==> src/rtl/fft_stage_seq_if.sv <==
// Handshake and status bundle for the FFT stage sequencer.
// The master drives the frame-valid strobe; the slave (the sequencer) returns
// per-stage enables, twiddle indices and frame status.
interface fft_stage_seq_if #(
  parameter int unsigned NUM_STAGES = 3
);

  logic                      in_valid;
  logic [NUM_STAGES-1:0]     stage_valid;
  logic [NUM_STAGES*5-1:0]   stage_idx;
  logic                      frame_done;
  logic                      busy;
  logic                      err_short;
  logic [7:0]                frame_cnt;

  modport master (
    output in_valid,
    input  stage_valid,
    input  stage_idx,
    input  frame_done,
    input  busy,
    input  err_short,
    input  frame_cnt
  );

  modport slave (
    input  in_valid,
    output stage_valid,
    output stage_idx,
    output frame_done,
    output busy,
    output err_short,
    output frame_cnt
  );

endinterface

==> src/rtl/fft_stage_seq.sv <==
// Butterfly stage sequencer for a streaming FFT.
// Counts incoming samples into frames, carries {valid, idx, tag} down a shift
// pipeline and taps it once per stage to drive bfly/twiddle enables and the
// twiddle address. A short frame is cancelled by tag so an older, complete
// frame still in flight drains untouched.
module fft_stage_seq #(
  parameter int unsigned FRAME_LEN  = 32,
  parameter int unsigned NUM_STAGES = 3,
  parameter int unsigned STAGE_LAT  = 2
) (
  input logic            clk,
  input logic            rstn,
  fft_stage_seq_if.slave bus
);

  localparam int unsigned      IDX_W    = 5;
  localparam int unsigned      DEPTH    = NUM_STAGES * STAGE_LAT;
  localparam logic [IDX_W-1:0] LAST_IDX = IDX_W'(FRAME_LEN - 1);

  localparam logic [1:0] StIdle  = 2'd0;
  localparam logic [1:0] StRun   = 2'd1;
  localparam logic [1:0] StDrain = 2'd2;

  logic [1:0]       state_q, state_d;
  logic [IDX_W-1:0] in_cnt_q, in_cnt_d;
  logic             tag_q, tag_d;

  logic             accept;
  logic             abort;
  logic [IDX_W-1:0] acc_idx;

  // Shift pipeline; entry 0 is written on the accepting edge.
  logic [DEPTH-1:0]            pv_q, pv_d, pv_live;
  logic [DEPTH-1:0]            ptag_q, ptag_d;
  logic [DEPTH-1:0][IDX_W-1:0] pidx_q, pidx_d;

  // Registered per-stage outputs, one tap each.
  logic [NUM_STAGES-1:0]            ov_q, ov_d;
  logic [NUM_STAGES-1:0][IDX_W-1:0] oidx_q, oidx_d;

  logic       done_q, done_d;
  logic       err_q;
  logic [7:0] cnt_q;

  // Frame FSM: decides acceptance, sample index, abort and next state.
  always_comb begin
    state_d  = state_q;
    in_cnt_d = in_cnt_q;
    tag_d    = tag_q;
    accept   = 1'b0;
    abort    = 1'b0;
    acc_idx  = in_cnt_q;

    unique case (state_q)
      StIdle: begin
        // The cycle that reports an abort never starts a new frame.
        if (bus.in_valid && !err_q) begin
          accept  = 1'b1;
          acc_idx = '0;
        end
      end
      StRun: begin
        if (bus.in_valid) begin
          accept = 1'b1;
        end else if (in_cnt_q != '0) begin
          abort = 1'b1;
        end else begin
          // Frame finished on the previous edge and no follow-on frame.
          state_d = StDrain;
        end
      end
      StDrain: begin
        if (bus.in_valid) begin
          accept  = 1'b1;
          acc_idx = '0;
        end else if (!(|pv_q)) begin
          state_d = StIdle;
        end
      end
      default: begin
        state_d = StIdle;
      end
    endcase

    if (accept) begin
      state_d = StRun;
      if (acc_idx == LAST_IDX) begin
        // in_cnt of 0 in RUN marks a frame boundary, not a short frame.
        in_cnt_d = '0;
        tag_d    = ~tag_q;
      end else begin
        in_cnt_d = acc_idx + 1'b1;
      end
    end

    if (abort) begin
      state_d  = StIdle;
      in_cnt_d = '0;
    end
  end

  // Entry 0 of the pipeline takes the accepted sample with the current tag.
  always_comb begin
    pv_d[0]   = accept;
    pidx_d[0] = acc_idx;
    ptag_d[0] = tag_q;
  end

  for (genvar i = 0; i < DEPTH; i++) begin : g_live
    // On abort, drop every entry carrying the aborted frame's tag.
    always_comb begin
      pv_live[i] = pv_q[i] & ~(abort & (ptag_q[i] == tag_q));
    end
  end

  for (genvar i = 1; i < DEPTH; i++) begin : g_shift
    // Plain shift of {valid, idx, tag} by one entry per cycle.
    always_comb begin
      pv_d[i]   = pv_live[i-1];
      pidx_d[i] = pidx_q[i-1];
      ptag_d[i] = ptag_q[i-1];
    end
  end

  for (genvar s = 0; s < NUM_STAGES; s++) begin : g_tap
    localparam int unsigned TAP = (s + 1) * STAGE_LAT - 1;

    // Stage output is the tap one entry before the stage boundary, registered.
    always_comb begin
      ov_d[s]   = pv_live[TAP];
      oidx_d[s] = pv_live[TAP] ? pidx_q[TAP] : '0;
    end

    assign bus.stage_idx[s*IDX_W +: IDX_W] = oidx_q[s];
  end

  // Frame completes when the last stage is about to emit the final index.
  always_comb begin
    done_d = ov_d[NUM_STAGES-1] && (oidx_d[NUM_STAGES-1] == LAST_IDX);
  end

  // State, pipeline and registered outputs with synchronous reset.
  always_ff @(posedge clk) begin
    if (!rstn) begin
      state_q  <= StIdle;
      in_cnt_q <= '0;
      tag_q    <= 1'b0;
      pv_q     <= '0;
      ptag_q   <= '0;
      pidx_q   <= '0;
      ov_q     <= '0;
      oidx_q   <= '0;
      done_q   <= 1'b0;
      err_q    <= 1'b0;
      cnt_q    <= '0;
    end else begin
      state_q  <= state_d;
      in_cnt_q <= in_cnt_d;
      tag_q    <= tag_d;
      pv_q     <= pv_d;
      ptag_q   <= ptag_d;
      pidx_q   <= pidx_d;
      ov_q     <= ov_d;
      oidx_q   <= oidx_d;
      done_q   <= done_d;
      err_q    <= abort;
      cnt_q    <= cnt_q + {7'd0, done_d};
    end
  end

  assign bus.stage_valid = ov_q;
  assign bus.frame_done  = done_q;
  assign bus.err_short   = err_q;
  assign bus.frame_cnt   = cnt_q;
  // Output registers are not counted: DRAIN ends as soon as the shift pipe empties.
  assign bus.busy        = (state_q != StIdle) | (|pv_q);

endmodule

==> src/flat_wrapper.sv <==
// flat-port wrapper written by rule: the top's interface ports become plain ports
module fft_stage_seq_flat 
#(
  parameter int unsigned FRAME_LEN  = 32,
  parameter int unsigned NUM_STAGES = 3,
  parameter int unsigned STAGE_LAT  = 2
)
  (clk, rstn, bus_in_valid, bus_stage_valid, bus_stage_idx, bus_frame_done, bus_busy, bus_err_short, bus_frame_cnt);
  fft_stage_seq_if #(.NUM_STAGES(NUM_STAGES)) bus_i ();
  input logic clk;
  input logic rstn;
  input wire logic [$bits(bus_i.in_valid)-1:0] bus_in_valid;
  output wire logic [$bits(bus_i.stage_valid)-1:0] bus_stage_valid;
  output wire logic [$bits(bus_i.stage_idx)-1:0] bus_stage_idx;
  output wire logic [$bits(bus_i.frame_done)-1:0] bus_frame_done;
  output wire logic [$bits(bus_i.busy)-1:0] bus_busy;
  output wire logic [$bits(bus_i.err_short)-1:0] bus_err_short;
  output wire logic [$bits(bus_i.frame_cnt)-1:0] bus_frame_cnt;
  assign bus_i.in_valid = bus_in_valid;
  assign bus_stage_valid = bus_i.stage_valid;
  assign bus_stage_idx = bus_i.stage_idx;
  assign bus_frame_done = bus_i.frame_done;
  assign bus_busy = bus_i.busy;
  assign bus_err_short = bus_i.err_short;
  assign bus_frame_cnt = bus_i.frame_cnt;
  fft_stage_seq #(.FRAME_LEN(FRAME_LEN), .NUM_STAGES(NUM_STAGES), .STAGE_LAT(STAGE_LAT)) u_core (.clk(clk), .rstn(rstn), .bus(bus_i));
endmodule
==> config.mk <==
export PLATFORM = sky130hd
export DESIGN_NAME = fft_stage_seq_flat
export DESIGN_NICKNAME = d
export VERILOG_FILES = /design/src/rtl/fft_stage_seq_if.sv /design/src/rtl/fft_stage_seq.sv /design/src/flat_wrapper.sv
export SDC_FILE = /design/constraint.sdc
export NUM_CORES = 1
export LEC_CHECK = 0
export CAP_MARGIN = 20
export CORE_MARGIN = 4
export CORE_UTILIZATION = 35
export DETAILED_ROUTE_END_ITERATION = 7
export PLACE_DENSITY_LB_ADDON = 0.05
export SLEW_MARGIN = 20
export SYNTH_ARGS = -nofsm -noshare
export SYNTH_HDL_FRONTEND = slang
export SYNTH_SLANG_ARGS = --single-unit
export TNS_END_PERCENT = 10
==> constraint.sdc <==
create_clock -name clk -period 4.52 [get_ports clk]
set_input_delay 1.13 -clock clk [delete_from_list [all_inputs] [get_ports clk]]
set_output_delay 1.13 -clock clk [all_outputs]
set_load 0.05 [all_outputs]
== After elaboration in Yosys (flattened, before gate mapping) ==
Cells that the tools add are included.

* Register bits after elaboration: 78
* Latch bits: 0
* RAM bits: 0
* ROM bits: 0
* Input bits: 3
* Output and inout port bits: 29
* Memories: 0

* Add/subtract/negate cells: 2
* $mul: 0
* Divide/modulo/power cells: 0
* Magnitude comparators: 0
* Equality and inequality tests: 19
* Shifts and indexed selects: 0
* Multiplexer cells: 17
* Bitwise logic cells: 22
* Reductions and logical operators: 15

{| class="wikitable"
|+ Operator list
! operator !! count
|-
| 2-to-1 mux 5 bit || 4
|-
| AND 1 bit || 12
|-
| inequality test 3 x 2 -> 1 bit, second input constant || 4
|-
| == test 5 bit, second input constant || 2
|-
| one-hot mux 5 bit (2 select lines) || 1
|-
| AND reduction 5 bit || 2
|-
| inverter 1 bit || 9
|-
| adder 8 x 1 -> 8 bit || 1
|-
| 2-to-1 mux 2 bit || 4
|-
| inequality test 2 bit, second input constant || 4
|-
| == test 1 bit || 6
|-
| 2-to-1 mux 1 bit || 6
|-
| one-hot mux 2 bit (3 select lines) || 1
|-
| AND reduction 2 bit || 3
|-
| OR reduction 6 bit || 1
|-
| adder 5 x 1 -> 5 bit, second input constant || 1
|-
| nonzero test 5 bit || 1
|-
| OR reduction 2 bit || 2
|-
| OR reduction 3 bit || 1
|-
| == test 2 x 1 -> 1 bit, second input constant || 1
|-
| == test 2 bit, second input constant || 1
|-
| logical AND 1 bit || 2
|-
| zero test 2 bit || 1
|-
| inequality test 2 x 1 -> 1 bit, second input constant || 1
|-
| 4 further kinds || 4
|}

== Logic depth before layout (Yosys ltp) ==
* Depth after elaboration: 11
* Gate-level depth with buffers: 12

== Least setup slack after synthesis ==
Ideal clock, no wire load.

* Path kind: input port to flip-flop
* Start point: in bus_in_valid
* End point: reg u_core.in_cnt_q[2]
* Arrival time: 2854 ps
* Data required time: 4446 ps
* Setup slack: 1592 ps
* Stages: 8
* Path buffers: 1
* Path through: o21ai_1 > clkbuf_1 > and2_1 > ha_1 > and4_1 > ha_1 > or4b_1 > a31oi_1

* Word-level cells in the longest chain between the ends: 5

{| class="wikitable"
|+ Ends and longest elaborated chain
! item !! RTL line !! RTL
|-
| start: declaration || flat_wrapper.sv:12 || <nowiki>input wire logic [$bits(bus_i.in_valid)-1:0] bus_in_valid;</nowiki>
|-
| logical AND 1 bit || fft_stage_seq.sv:57 || <nowiki>if (bus.in_valid && !err_q) begin</nowiki>
|-
| 2-to-1 mux 5 bit || fft_stage_seq.sv:57 ||
|-
| one-hot mux 5 bit (2 select lines) * || fft_stage_seq.sv:54 || <nowiki>unique case (state_q)</nowiki>
|-
| via u_core.acc_idx[0] || fft_stage_seq.sv:30 || <nowiki>logic [IDX_W-1:0] acc_idx;</nowiki>
|-
| adder 5 x 1 -> 5 bit or == test 5 bit (tied branches) || fft_stage_seq.sv:92, fft_stage_seq.sv:87 ||
|-
| 2-to-1 mux 5 bit * || fft_stage_seq.sv:87 || <nowiki>if (acc_idx == LAST_IDX) begin</nowiki>
|-
| end signal: assignment || fft_stage_seq.sv:158 || <nowiki>in_cnt_q <= in_cnt_d;</nowiki>
|-
| end: declaration || fft_stage_seq.sv:25 || <nowiki>logic [IDX_W-1:0] in_cnt_q, in_cnt_d;</nowiki>
|}

Mark *: on every way through the listed nets, which the timed path passes. The rest lies on a longest branch.
A chain may end at the register's enable or synchronous reset.

== Worst setup path after layout ==
Same ends and word-level chain as after synthesis.

==> metrics.txt <==
status finished, final reports clean; Clock Path Buffers 2; Worst path max stage delay 590 ps; Worst VDD drop 0.000176 V; commonest non-fill, non-tap cell in the layout dfxtp_1; H-tree depth 3; unrepaired setup endpoints after global routing false; CTS Hold Buffers Added 0; initial antenna violation count 0; Cells on Worst Hold Path 1; ANT nets after route 0; HP Class flop to flop; Syn Std Cell Area 2630 sq um; FP Rows 31; cell count after synthesis 244; Syn Area/Cell 10.8 sq um; TritonCTS Buffers 9; core footprint 7290 sq um; die outline height 94.7 um; Req. time, crit path 4790 ps; clk slew on worst S/H paths 80 ps; Max-Cap Viols 0; Ports 32; Syn-to-layout area delta 22.6%; Final min period 3440 ps; DR vias 1,669; Post-synth EDFFs 0; Final period util 76.1%; largest net degree at the start of global routing 41; crit path kind primary input to flop; post-synth top area cell dfxtp_1; Pwr per Cell Area 404 nW/um^2; synthesized flop and latch total 76; Post-CTS Setup Bufs 0; Critical Path Start Type primary input; first-pass GRT wire length 7310 um; input/output buffers 31; critical path arrival 3710 ps; worst path bufs/invs 1; top cells by area, synth dfxtp_1, and2_1, ha_1; Initial Utilization 36.1%; Initial DRT Pass Iterations 4; critical path endpoint category flop; Die Width 94.7 um; Async SR Flop Fraction 0%; critical path's top delay family simple AND/OR/NAND/NOR gates; fin. max-slew vios 0; f_max 291 MHz; 1st-iter DRT viols 59; worst-margin pin slew 795 ps; Netlist cell types 36; top-area cell type share of the netlist area 57.8%; gr usage total 10.6%; Slew HR 46.7%; GPL Wtd Cong 0.760; Congestion Overflow GR 0; # diodes 0; Fin. Hold Viols 0; clock sinks 76; reg2reg start u_core.state_q[0]; FF-to-FF End u_core.tag_q; CP most frequent cell ha_1; CTS tree done; most frequent cells in the layout dfxtp_1, and2_1, clkdlybuf4s50_1; final setup violation count 0; hpwl dp 2910 um; setup tns final 0 ps; crit-path max FO 13; Hold Crit Endpoint u_core.pidx_d[13]; most used flip-flop cell after synthesis dfxtp_1; Vias/cell 4.38; internal reg-to-reg setup slack 1440 ps; Hold WS 433 ps; Worst path slowest cell clkdlybuf4s50_1; Routed WL 4320 um; Clock Skews 5.65 ps; worst reg2reg path depth 11; vias in the first global route 1,622; DIE AREA 8980 sq um; leakage power 1.31 nW; worst skew pair latency 340 ps; FILL cells 745; cells along the critical path clkdlybuf4s50_1, o21ai_1, and2_1, ha_1, and4_1, ha_1, or4b_1, a31oi_1; synth warn 0; CTS-repair resized insts 0; Remaining DRCs 0; proportion of layout cells with a drive suffix above 1 8.16%; per-cell routed wire length 11.3 um; syn nets 255; # nets final 289; Root Driver clkbuf_8; register area share after synthesis 57.8%; HP Start u_core.pidx_d[8]
kinds of logic after synthesis:
logic type	synth area share, %
flops	57.8
mux	0.760
buf+inv	2.52
compound gates	5.99
fa+ha+maj	3.80
simple gates	24.8
xor+xnor	4.32
power by group:
group	switching, mW	internal, mW	total [mW]
Sequential	0.00987	0.680	0.690
Clock	0.248	0.253	0.501
Combinational	0.0678	0.0443	0.112
Total	0.326	0.977	1.30
flip-flops by register name, indices dropped and copies added, names as in the netlist, 3 cells and up:
name / cells
u_core.bus.frame_cnt: 8
u_core.bus.stage_idx: 15
u_core.bus.stage_valid: 3
u_core.in_cnt_q: 5
u_core.pidx_d: 25
u_core.pidx_q: 5
u_core.ptag_q: 6
u_core.pv_q: 4
metrics by stage:
stage               power, mW  area [sq um]  util [%]  setup slack [ps]  instances
floorplan               0.790          2630         -              1590        244
finish                   1.30          3230      44.3              1080        381
detailed placement      0.819          3040      41.7               712        366
CTS                      1.32          3230      44.3              1090        381
global route             1.36          3230      44.3               882        381
global placement        0.820          3040      41.7               769        366
worst max-delay path by stage:
| stage | startpoint | to | slack [ps] | cells past startpoint |
|---|---|---|---|---|
| 2_1_floorplan | bus_in_valid | u_core.in_cnt_q[2] | 1590 | 8 |
| 3_3_place_gp | bus_in_valid | u_core.in_cnt_q[2] | 770 | 8 |
| 3_5_place_dp | bus_in_valid | u_core.in_cnt_q[2] | 710 | 8 |
| 4_1_cts | bus_in_valid | u_core.in_cnt_q[2] | 1090 | 8 |
| 5_1_grt | bus_in_valid | u_core.in_cnt_q[2] | 880 | 8 |
| 6_report | bus_in_valid | u_core.in_cnt_q[2] | 1080 | 8 |
area by class of cell:
| class | instances | area, sq um | area share (%) |
|---|---|---|---|
| clock buffers | 9 | 124 | 3.84 |
| clock inverters | 6 | 65.1 | 2.02 |
| inverters | 4 | 15.0 | 0.465 |
| multi-input cells | 153 | 1050 | 32.4 |
| flip-flops and latches | 76 | 1520 | 47.1 |
| well taps | 99 | 124 | 3.84 |
| repair buffers | 34 | 333 | 10.3 |
per-layer routing:
metal | routed length [um] | part of all wire [%] | GRT usage [%]
met1 | 2000 | 46 | 12.4
met2 | 2020 | 47 | 17.0
met3 | 176 | 4.1 | 2.95
met4 | 127 | 2.9 | 6.85
met5 | 0 | 0 | 0
synth_stat cells (all sizes together) (2+ instances only):
master and number:
dfxtp 76, and2 59, a21oi 13, nand2 11, xnor2 11, and3 8, clkbuf 8, ha 8
nand3 8, nor2 5, inv 4, buf 3, a211o 2, a31oi 2, and2b 2, and4 2
mux2i 2, nor2b 2, nor3 2, o21ai 2, xor2 2
Power figures use the tool's default switching activity.
